**src/rtl/dac_serial_model_p_if.sv**
```systemverilog
// SPI-side pin bundle of the serial DAC model: driver pins in, analog/status view out.
// The master side drives SYNC_b, DIN and LDAC_b; the slave side is the DAC model itself.
interface dac_serial_model_p_if #(
  parameter int CH_N = 8,
  parameter int RES  = 10
);
  logic                      SYNC_b;
  logic                      DIN;
  logic                      LDAC_b;
  logic [CH_N*(RES+1)-1:0]   vout;
  logic [CH_N-1:0]           pd_o;
  logic [1:0]                ldac_mode_o;
  logic                      frame_done;
  logic                      frame_err;
  logic                      cmd_err;
  logic                      ovr;

  modport master (
    output SYNC_b, DIN, LDAC_b,
    input  vout, pd_o, ldac_mode_o, frame_done, frame_err, cmd_err, ovr
  );

  modport slave (
    input  SYNC_b, DIN, LDAC_b,
    output vout, pd_o, ldac_mode_o, frame_done, frame_err, cmd_err, ovr
  );
endinterface

```
**src/rtl/dac_serial_model_p.sv**
```systemverilog
// Parametrised serial multi-channel DAC model: frames decode on the last-bit SCLK edge, vout is combinational from registers.
// No backpressure: every SCLK edge is consumed; status pulses last one cycle and ovr is sticky.
module dac_serial_model_p #(
  parameter int CH_N    = 8,
  parameter int RES     = 10,
  parameter int FRAME_W = 16
) (
  input  logic                    SCLK,
  input  logic                    RST_b,
  dac_serial_model_p_if.slave     bus
);
  localparam int AW  = $clog2(CH_N);
  localparam int VW  = RES + 1;
  localparam int CW  = $clog2(FRAME_W + 1);
  localparam int MSB = FRAME_W - 1;
  localparam logic [CW-1:0] LAST = CW'(FRAME_W - 1);
  localparam logic [CW-1:0] FULL = CW'(FRAME_W);

  generate
    if (1 + AW + RES > FRAME_W) begin : g_bad_res
      $fatal(1, "dac_serial_model_p: 1+AW+RES exceeds FRAME_W");
    end
    if (CH_N < 2 || CH_N > FRAME_W - 3) begin : g_bad_ch
      $fatal(1, "dac_serial_model_p: CH_N out of range");
    end
  endgenerate

  logic [FRAME_W-2:0] shift_q;
  logic [CW-1:0]      cnt_q;
  logic [RES-1:0]     inreg_q  [CH_N];
  logic [RES-1:0]     dacreg_q [CH_N];
  logic [CH_N-1:0]    gain_q;
  logic [CH_N-1:0]    pd_q;
  logic [1:0]         mode_q;
  logic               done_q;
  logic               ferr_q;
  logic               cerr_q;
  logic               ovr_q;

  logic [FRAME_W-1:0] frame;
  logic [AW-1:0]      addr;
  logic [RES-1:0]     code;
  logic               addr_ok;
  logic               copy;

  assign frame   = {shift_q, bus.DIN};
  assign addr    = frame[MSB-1 -: AW];
  assign code    = frame[MSB-1-AW -: RES];
  assign addr_ok = (32'(addr) < CH_N);
  // Copy decision uses the pre-edge mode, so a mode write never affects its own edge.
  assign copy    = (mode_q == 2'b00) || (mode_q == 2'b10) ||
                   (mode_q == 2'b01 && !bus.LDAC_b);

  always_ff @(posedge SCLK) begin
    if (!RST_b) begin
      shift_q <= '0;
      cnt_q   <= '0;
      for (int i = 0; i < CH_N; i++) begin
        inreg_q[i]  <= '0;
        dacreg_q[i] <= '0;
      end
      gain_q  <= '0;
      pd_q    <= '1;
      mode_q  <= 2'b01;
      done_q  <= 1'b0;
      ferr_q  <= 1'b0;
      cerr_q  <= 1'b0;
      ovr_q   <= 1'b0;
    end else begin
      done_q <= 1'b0;
      ferr_q <= 1'b0;
      cerr_q <= 1'b0;

      // Lowest precedence first: decode assignments below override the copy.
      if (copy) begin
        for (int i = 0; i < CH_N; i++) dacreg_q[i] <= inreg_q[i];
      end
      if (mode_q == 2'b10) mode_q <= 2'b01;

      if (!bus.SYNC_b) begin
        if (cnt_q == FULL) begin
          ovr_q <= 1'b1;
        end else begin
          shift_q <= {shift_q[FRAME_W-3:0], bus.DIN};
          cnt_q   <= cnt_q + CW'(1);
        end
        if (cnt_q == LAST) begin
          done_q <= 1'b1;
          if (!frame[MSB]) begin
            if (addr_ok) inreg_q[addr] <= code;
            else         cerr_q <= 1'b1;
          end else begin
            unique case (frame[MSB-1:MSB-2])
              2'b00: gain_q <= frame[CH_N-1:0];
              2'b01: begin
                if (frame[1:0] == 2'b11) cerr_q <= 1'b1;
                else                     mode_q <= frame[1:0];
              end
              2'b10: pd_q <= frame[CH_N-1:0];
              2'b11: begin
                for (int i = 0; i < CH_N; i++) begin
                  inreg_q[i]  <= '0;
                  dacreg_q[i] <= '0;
                end
                if (frame[MSB-3]) begin
                  gain_q <= '0;
                  pd_q   <= '1;
                  mode_q <= 2'b01;
                  ovr_q  <= 1'b0;
                end
              end
              default: ;
            endcase
          end
        end
      end else begin
        cnt_q <= '0;
        if (cnt_q != '0 && cnt_q < FULL) ferr_q <= 1'b1;
      end
    end
  end

  generate
    for (genvar i = 0; i < CH_N; i++) begin : g_vout
      assign bus.vout[i*VW +: VW] = pd_q[i]   ? '0 :
                                    gain_q[i] ? {dacreg_q[i], 1'b0} :
                                                {1'b0, dacreg_q[i]};
    end
  endgenerate

  assign bus.pd_o        = pd_q;
  assign bus.ldac_mode_o = mode_q;
  assign bus.frame_done  = done_q;
  assign bus.frame_err   = ferr_q;
  assign bus.cmd_err     = cerr_q;
  assign bus.ovr         = ovr_q;
endmodule
```
**src/flat_wrapper.sv**
```systemverilog
// flat-port wrapper written by rule: the top's interface ports become plain ports
module dac_serial_model_p_flat 
#(
  parameter int CH_N    = 8,
  parameter int RES     = 10,
  parameter int FRAME_W = 16
)
  (SCLK, RST_b, bus_SYNC_b, bus_DIN, bus_LDAC_b, bus_vout, bus_pd_o, bus_ldac_mode_o, bus_frame_done, bus_frame_err, bus_cmd_err, bus_ovr);
  dac_serial_model_p_if #(.CH_N(CH_N), .RES(RES)) bus_i ();
  input  logic SCLK;
  input  logic RST_b;
  input wire logic [$bits(bus_i.SYNC_b)-1:0] bus_SYNC_b;
  input wire logic [$bits(bus_i.DIN)-1:0] bus_DIN;
  input wire logic [$bits(bus_i.LDAC_b)-1:0] bus_LDAC_b;
  output wire logic [$bits(bus_i.vout)-1:0] bus_vout;
  output wire logic [$bits(bus_i.pd_o)-1:0] bus_pd_o;
  output wire logic [$bits(bus_i.ldac_mode_o)-1:0] bus_ldac_mode_o;
  output wire logic [$bits(bus_i.frame_done)-1:0] bus_frame_done;
  output wire logic [$bits(bus_i.frame_err)-1:0] bus_frame_err;
  output wire logic [$bits(bus_i.cmd_err)-1:0] bus_cmd_err;
  output wire logic [$bits(bus_i.ovr)-1:0] bus_ovr;
  assign bus_i.SYNC_b = bus_SYNC_b;
  assign bus_i.DIN = bus_DIN;
  assign bus_i.LDAC_b = bus_LDAC_b;
  assign bus_vout = bus_i.vout;
  assign bus_pd_o = bus_i.pd_o;
  assign bus_ldac_mode_o = bus_i.ldac_mode_o;
  assign bus_frame_done = bus_i.frame_done;
  assign bus_frame_err = bus_i.frame_err;
  assign bus_cmd_err = bus_i.cmd_err;
  assign bus_ovr = bus_i.ovr;
  dac_serial_model_p #(.CH_N(CH_N), .RES(RES), .FRAME_W(FRAME_W)) u_core (.SCLK(SCLK), .RST_b(RST_b), .bus(bus_i));
endmodule
```
**config.mk**
```make
export PLATFORM = sky130hd
export DESIGN_NAME = dac_serial_model_p_flat
export DESIGN_NICKNAME = d
export VERILOG_FILES = /design/src/rtl/dac_serial_model_p_if.sv /design/src/rtl/dac_serial_model_p.sv /design/src/flat_wrapper.sv
export SDC_FILE = /design/constraint.sdc
export NUM_CORES = 1
export LEC_CHECK = 0
export ABC_AREA = 1
export BUFFER_PORTS_ARGS = -buffer_cell sky130_fd_sc_hd__buf_2
export CAP_MARGIN = 0
export CORE_ASPECT_RATIO = 0.75
export CORE_MARGIN = 2
export CORE_UTILIZATION = 50
export CTS_BUF_LIST = sky130_fd_sc_hd__clkbuf_4 sky130_fd_sc_hd__clkbuf_8
export DETAILED_ROUTE_END_ITERATION = 7
export GPL_TIMING_DRIVEN = 0
export MAX_ROUTING_LAYER = met4
export PLACE_DENSITY_LB_ADDON = 0.05
export SETUP_SLACK_MARGIN = 0.05
export SLEW_MARGIN = 40
export SYNTH_ARGS = -nofsm -noshare
export SYNTH_HDL_FRONTEND = slang
export SYNTH_SLANG_ARGS = --single-unit
```
**constraint.sdc**
```tcl
create_clock -name SCLK -period 2.8 [get_ports SCLK]
set_input_delay 0.28 -clock SCLK [delete_from_list [all_inputs] [get_ports SCLK]]
set_output_delay 0.28 -clock SCLK [all_outputs]
set_load 0.03 [all_outputs]
```
# --- Yosys cells after proc, flatten, opt, wreduce, memory -nomap -nowiden ---
# Memories as Yosys holds them, arrays and structs flattened.
# Index checks and enable logic that the tools add are counted.
word_totals:
  ff_bits: 42
  latch_bits: 0
  ramBits: 160
  rom_bits: 0
  input_bits: 5
  out_inout_bits: 102
  word_cells: 146
  n_memories: 2
memory_table:
  columns: ["name", "words", "word_bits", "rd", "rd_ports_with_merged_regs", "write_ports", "line", "source"]
  rows:
  - ["u_core.dacreg_q", 8, 10, 8, 0, 8, "dac_serial_model_p.sv:31", "logic [RES-1:0] dacreg_q [CH_N];"]
  - ["u_core.inreg_q", 8, 10, 8, 0, 8, "dac_serial_model_p.sv:30", "logic [RES-1:0] inreg_q [CH_N];"]
classes:
  add_sub_neg: 1
  multipliers: 0
  div: 0
  n_lt_le_gt_ge: 1
  eq_ne: 9
  shifts: 0
  n_mux: 77
  n_bitwise: 30
  reduce_logical: 17
op_table:
  columns: ["cell", "count"]
  rows:
  - ["10-bit 2-to-1 mux", 25]
  - ["11-bit 2-to-1 mux", 16]
  - ["8-bit case mux with 2 select lines", 2]
  - ["1-bit 2-to-1 mux", 24]
  - ["1-bit bitwise OR", 24]
  - ["8-bit 2-to-1 mux", 2]
  - ["2-bit 2-to-1 mux", 6]
  - ["5-bit AND reduction", 2]
  - ["10-bit OR reduction", 1]
  - ["2-bit == test, second input constant", 4]
  - ["1-bit inverter", 6]
  - ["5-bit by 1-bit adder with 5-bit output, second input constant", 1]
  - ["5-bit by 4-bit == test with 1-bit output, second input constant", 1]
  - ["5-bit == test, second input constant", 1]
  - ["5-bit < comparator, second input constant", 1]
  - ["5-bit nonzero test", 1]
  - ["5-bit OR reduction", 1]
  - ["2-bit by 1-bit == test with 1-bit output, second input constant", 2]
  - ["2-bit logical NOT", 2]
  - ["2-bit case mux with 2 select lines", 1]
  - ["2-bit AND reduction", 2]
  - ["2-bit nonzero test", 2]
  - ["3-bit 2-to-1 mux", 1]
  - ["1-bit logical AND", 2]
  - ["4 further kinds", 5]

# --- Longest topological paths before layout ---
depth:
  word_depth: 9
  ltp_mapped: 10
  ltp_nobuf: 9

# --- Least setup slack after synthesis ---
# Ideal clock, no wire load.
synth_timing:
  path_type: "register to register"
  startpoint: "register u_core.cnt_q[0]"
  endpoint: "memory u_core.dacreg_q[0][0], enable pin"
  setup_time_ns: 0.398
  arrival_time_ns: 2.290
  required_time_ns: 2.402
  slack_ns: 0.112
  path_stages_with_launch: 10
  path_buffers: 1
  period_less_slack_ns: 2.688
  path_cell_list: "dfxtp_1 -> ha_1 -> nand2_1 -> nor2_1 -> ha_1 -> nand3_4 -> inv_1 -> a21oi_1 -> buf_2 -> nand2_1"
synth_lines:
  columns: ["item", "line", "source"]
  rows:
  - ["from (decl)", "dac_serial_model_p.sv:29", "logic [CW-1:0] cnt_q;"]
  - ["from (signal assigned)", "dac_serial_model_p.sv:85", "cnt_q <= cnt_q + CW'(1);"]
  - ["to (decl)", "dac_serial_model_p.sv:31", null]

==> impl_metrics.yaml <==
sta:
  slew_viol_final: 0
  max_slew.worst_pin.slew_ps: 639.2
  finalClockSkew_ps: 23.29
  period_share: 0.9125
  period_needed_ps: 2555
  setup_viol: 0
  finalHoldViolCount: 0
  clock.fmax_ghz: 0.3914
  max_slew_margin: 0.5712
  rsz0062_at_grt: "true"
worst_hold_path:
  hold_path_depth: 3
  hp-start: "bus_DIN"
  holdPathEnd: "u_core.bus.ldac_mode_o[0]$_SDFF_PN1_"
  min_path_type: "in -> reg"
synthesis:
  synth_top_area_frac: 0.4077
  synth_area_per_cell_um2: 8.892
  syn-num-nets: 1007
  synth_edf_count: 120
  syn_inst: 994
  synthTopCellsByArea: "edfxtp_1 41%, dfxtp_1 19%, nor2_1 8.2%, nand2_1 6.7%, inv_1 5.7%"
  async_flop_share: 0
  syn-cell-area_um2: 8838
  seq_area_frac_synth: 0.5934
  ys_types: 35
  synthFlopType: "edfxtp_1"
  synth_seq_cells: 202
  yosysTopAreaCell: "edfxtp_1"
  yosysWarnings: 0
clock_network:
  clkTransAtPathRegs_ps: 60
  holdBufCountCts: 0
  cts.htree.levels: 2
  cts_resized: 0
  cts_made_buffers: 34
  clockBufferDepth: 3
  cts-root-buf: "clkbuf_8"
  insertion_delay_ps: 500
  cts_tree: "built"
  cts_post_setup_buffers_inserted: 0
  numClockSinks: 202
power_and_ir_drop:
  comb_power_share: 0.055
  power.density_nw_per_um2: 600.9
  switchingPower_mw: 1.406
  p_leak_nw: 4.336
  internal_power_mw: 4.830
  vdd_ir_drop_max_mv: 0.4306
  power.share.clock: 0.415
  swShare: 0.2255
  share_seq_of_total_power: 0.530
  power_mw: 6.236
die:
  rows: 42
  die_x_um: 157.5
  core_um2: 17500
  ios: 107
  start_util: 0.5051
  dieHeight_um: 119.1
  dieArea_um2: 18770
placement:
  dp_hpwl_um: 14250
  port_buffers: 105
  place_congestion: 0.8875
global_routing:
  grt_max_degree: 41
  grt_pass1_wl_um: 33200
  grt_overflow: 0
  grt_pass1_vias: 6211
  track_usage: 0.2358
  antenna_found_initial: 0
detailed_routing:
  viasPerCell: 4.986
  postRouteAntennaNets: 0
  drt_first_pass_iters: 5
  drt_iter0_drc: 586
  routedWlPerCell_um: 15.11
  num_vias: 6991
  drc: 0
  drt_wl_total_um: 21180
worst_setup_path:
  timing.rr.start: "u_core.cnt_q[0]$_SDFFE_PP0N_"
  rr_worst_depth: 9
  critPathCaptureType: "register"
  ff2ff_setup_slack_ps: 250
  cpPeakStageDelay_ps: 380
  cp_top_family: "simple AND/OR/NAND/NOR gates"
  r2r-end: "u_core.inreg_q[1][1]$_SDFFCE_PN0P_"
  crit_path_start_kind: "register"
  arrival_ps: 2700
  slowest_stage: "buf_2"
  path_buf_inv: 2
  cp.required_ps: 2940
  path_cells: "ha_1 -> nand2_1 -> nor2_1 -> ha_1 -> nand3_4 -> inv_1 -> a21oi_1 -> buf_2 -> nand2_1"
  crit_fanout: 10
  crit_type: "reg -> reg"
cells_and_area:
  area_delta_synth_final_pct: 17.41
  antenna_cells: 0
  fin_util: 0.5930
  final_nets: 1149
  drive_gt1_frac: 0.1819
flow_run:
  drv_cap: 0
status:
  outcome: "finished, final reports clean"
==> kinds of logic (layout without fill, tap and decap cells) <==
family,after synthesis,after routing,share of synthesized area
XOR/XNOR,1,1,0.0009911
AO/OA/AOI/OAI,138,138,0.09187
AND/OR/NAND/NOR,446,446,0.2102
adder cells (fa/ha/maj),8,8,0.01133
buffers and inverters,199,365,0.09216
flip-flops,202,202,0.5934
==> stage by stage <==
step	TNS, ps	area (µm²)	instances	setup slack, ps	hold WS (ps)
floorplan	0	8838	994	112.4	440.8
global placement	-32460	9667	1341	-816.9	459.6
detailed placement	0	9694	1342	282.5	457.7
CTS	0	10380	1402	256.9	109.8
global route	0	10380	1402	20.31	157.4
finish	0	10380	1402	245.1	125.9
==> how the worst max path moves through the flow <==
stage                            startpoint                              endpoint  slack [ps]  cells past startpoint
2_1_floorplan  u_core.cnt_q[0]$_SDFFE_PP0N_   u_core.dacreg_q[0][0]$_SDFFCE_PN0P_         110                      9
3_3_place_gp   u_core.cnt_q[0]$_SDFFE_PP0N_  u_core.dacreg_q[0][15]$_SDFFCE_PP0P_        -820                      9
3_5_place_dp   u_core.cnt_q[0]$_SDFFE_PP0N_    u_core.inreg_q[6][4]$_SDFFCE_PN0P_         280                      9
4_1_cts        u_core.cnt_q[0]$_SDFFE_PP0N_    u_core.inreg_q[1][1]$_SDFFCE_PN0P_         260                      9
5_1_grt        u_core.cnt_q[0]$_SDFFE_PP0N_    u_core.inreg_q[1][5]$_SDFFCE_PN0P_          20                      9
6_report       u_core.cnt_q[0]$_SDFFE_PP0N_    u_core.inreg_q[1][1]$_SDFFCE_PN0P_         250                      9
==> layer usage <==
| layer | wire length, µm | track usage | vias to the layer above | share of wire |
|---|---|---|---|---|
| met4 | 248 | 0.05398 | 0 | 0.012 |
| met5 | 0 | - | - | 0 |
| li1 | - | - | 3529 | - |
| met3 | 1271 | 0.04003 | 25 | 0.060 |
| met1 | 10520 | 0.3527 | 3241 | 0.50 |
| met2 | 9136 | 0.3373 | 196 | 0.43 |
==> flip-flops by register name, indices dropped and copies added, names as in the netlist <==
signal                  flops
u_core.inreg_q             80
u_core.bus.frame_done       1
u_core.dacreg_q            80
u_core.shift_q             15
u_core.bus.frame_err        1
u_core.gain_q               8
u_core.cnt_q                5
u_core.bus.pd_o             8
u_core.bus.ovr              1
u_core.bus.ldac_mode_o      2
u_core.bus.cmd_err          1
==> final cells by class <==
cell class | count | area [µm²]
plain buffers | 49 | 249.0
clock buffers | 56 | 664.4
clock inverters | 4 | 16.27
fillers | 1641 | 7122
inverters | 150 | 565.5
multi-input cells | 593 | 2789
flip-flops and latches | 202 | 5245
well taps | 242 | 302.8
repair buffers | 106 | 545.5
==> cell usage in the layout, fill, tap and decap left out, types with 4 or more instances in the layout <==
cell	netlist	final
a21oi_1	65	65
o22ai_1	46	46
nand2_2	6	7
o21ai_0	4	4
buf_2	16	121
nand3_1	66	66
dfxtp_1	82	82
clkbuf_4	0	17
a211oi_1	20	20
nand2_1	158	156
buf_4	4	4
nor2_1	194	194
inv_1	134	134
buf_6	4	4
edfxtp_1	120	120
clkbuf_8	0	39
clkbuf_1	22	22
ha_1	8	8
nor3_1	5	5
clkinv_1	12	15
==> cell usage after synthesis, types with 3 or more instances <==
library cell / number
nor2_1: 194
nand2_1: 158
inv_1: 134
edfxtp_1: 120
dfxtp_1: 82
nand3_1: 66
a21oi_1: 65
o22ai_1: 46
clkbuf_1: 22
a211oi_1: 20
buf_2: 16
clkinv_1: 12
ha_1: 8
nand2_2: 6
nor3_1: 5
buf_4: 4
buf_6: 4
o21ai_0: 4
buf_1: 3
inv_2: 3
nor2_2: 3
or2_2: 3
==> power by group through the flow <==
stage,clock network (mW),registers (mW),logic [mW]
after floorplan,0,3.36,0.228
after global placement,0,3.37,0.332
after detailed placement,0,3.37,0.340
after CTS,2.66,3.31,0.341
after global routing,2.80,3.32,0.383
final,2.59,3.31,0.341
==> tightest hold or removal path: stages <==
cell	delay (ps)
buf_2	120
nand4_1	100
nand3_1	70
(Power assumes the default switching activity.)
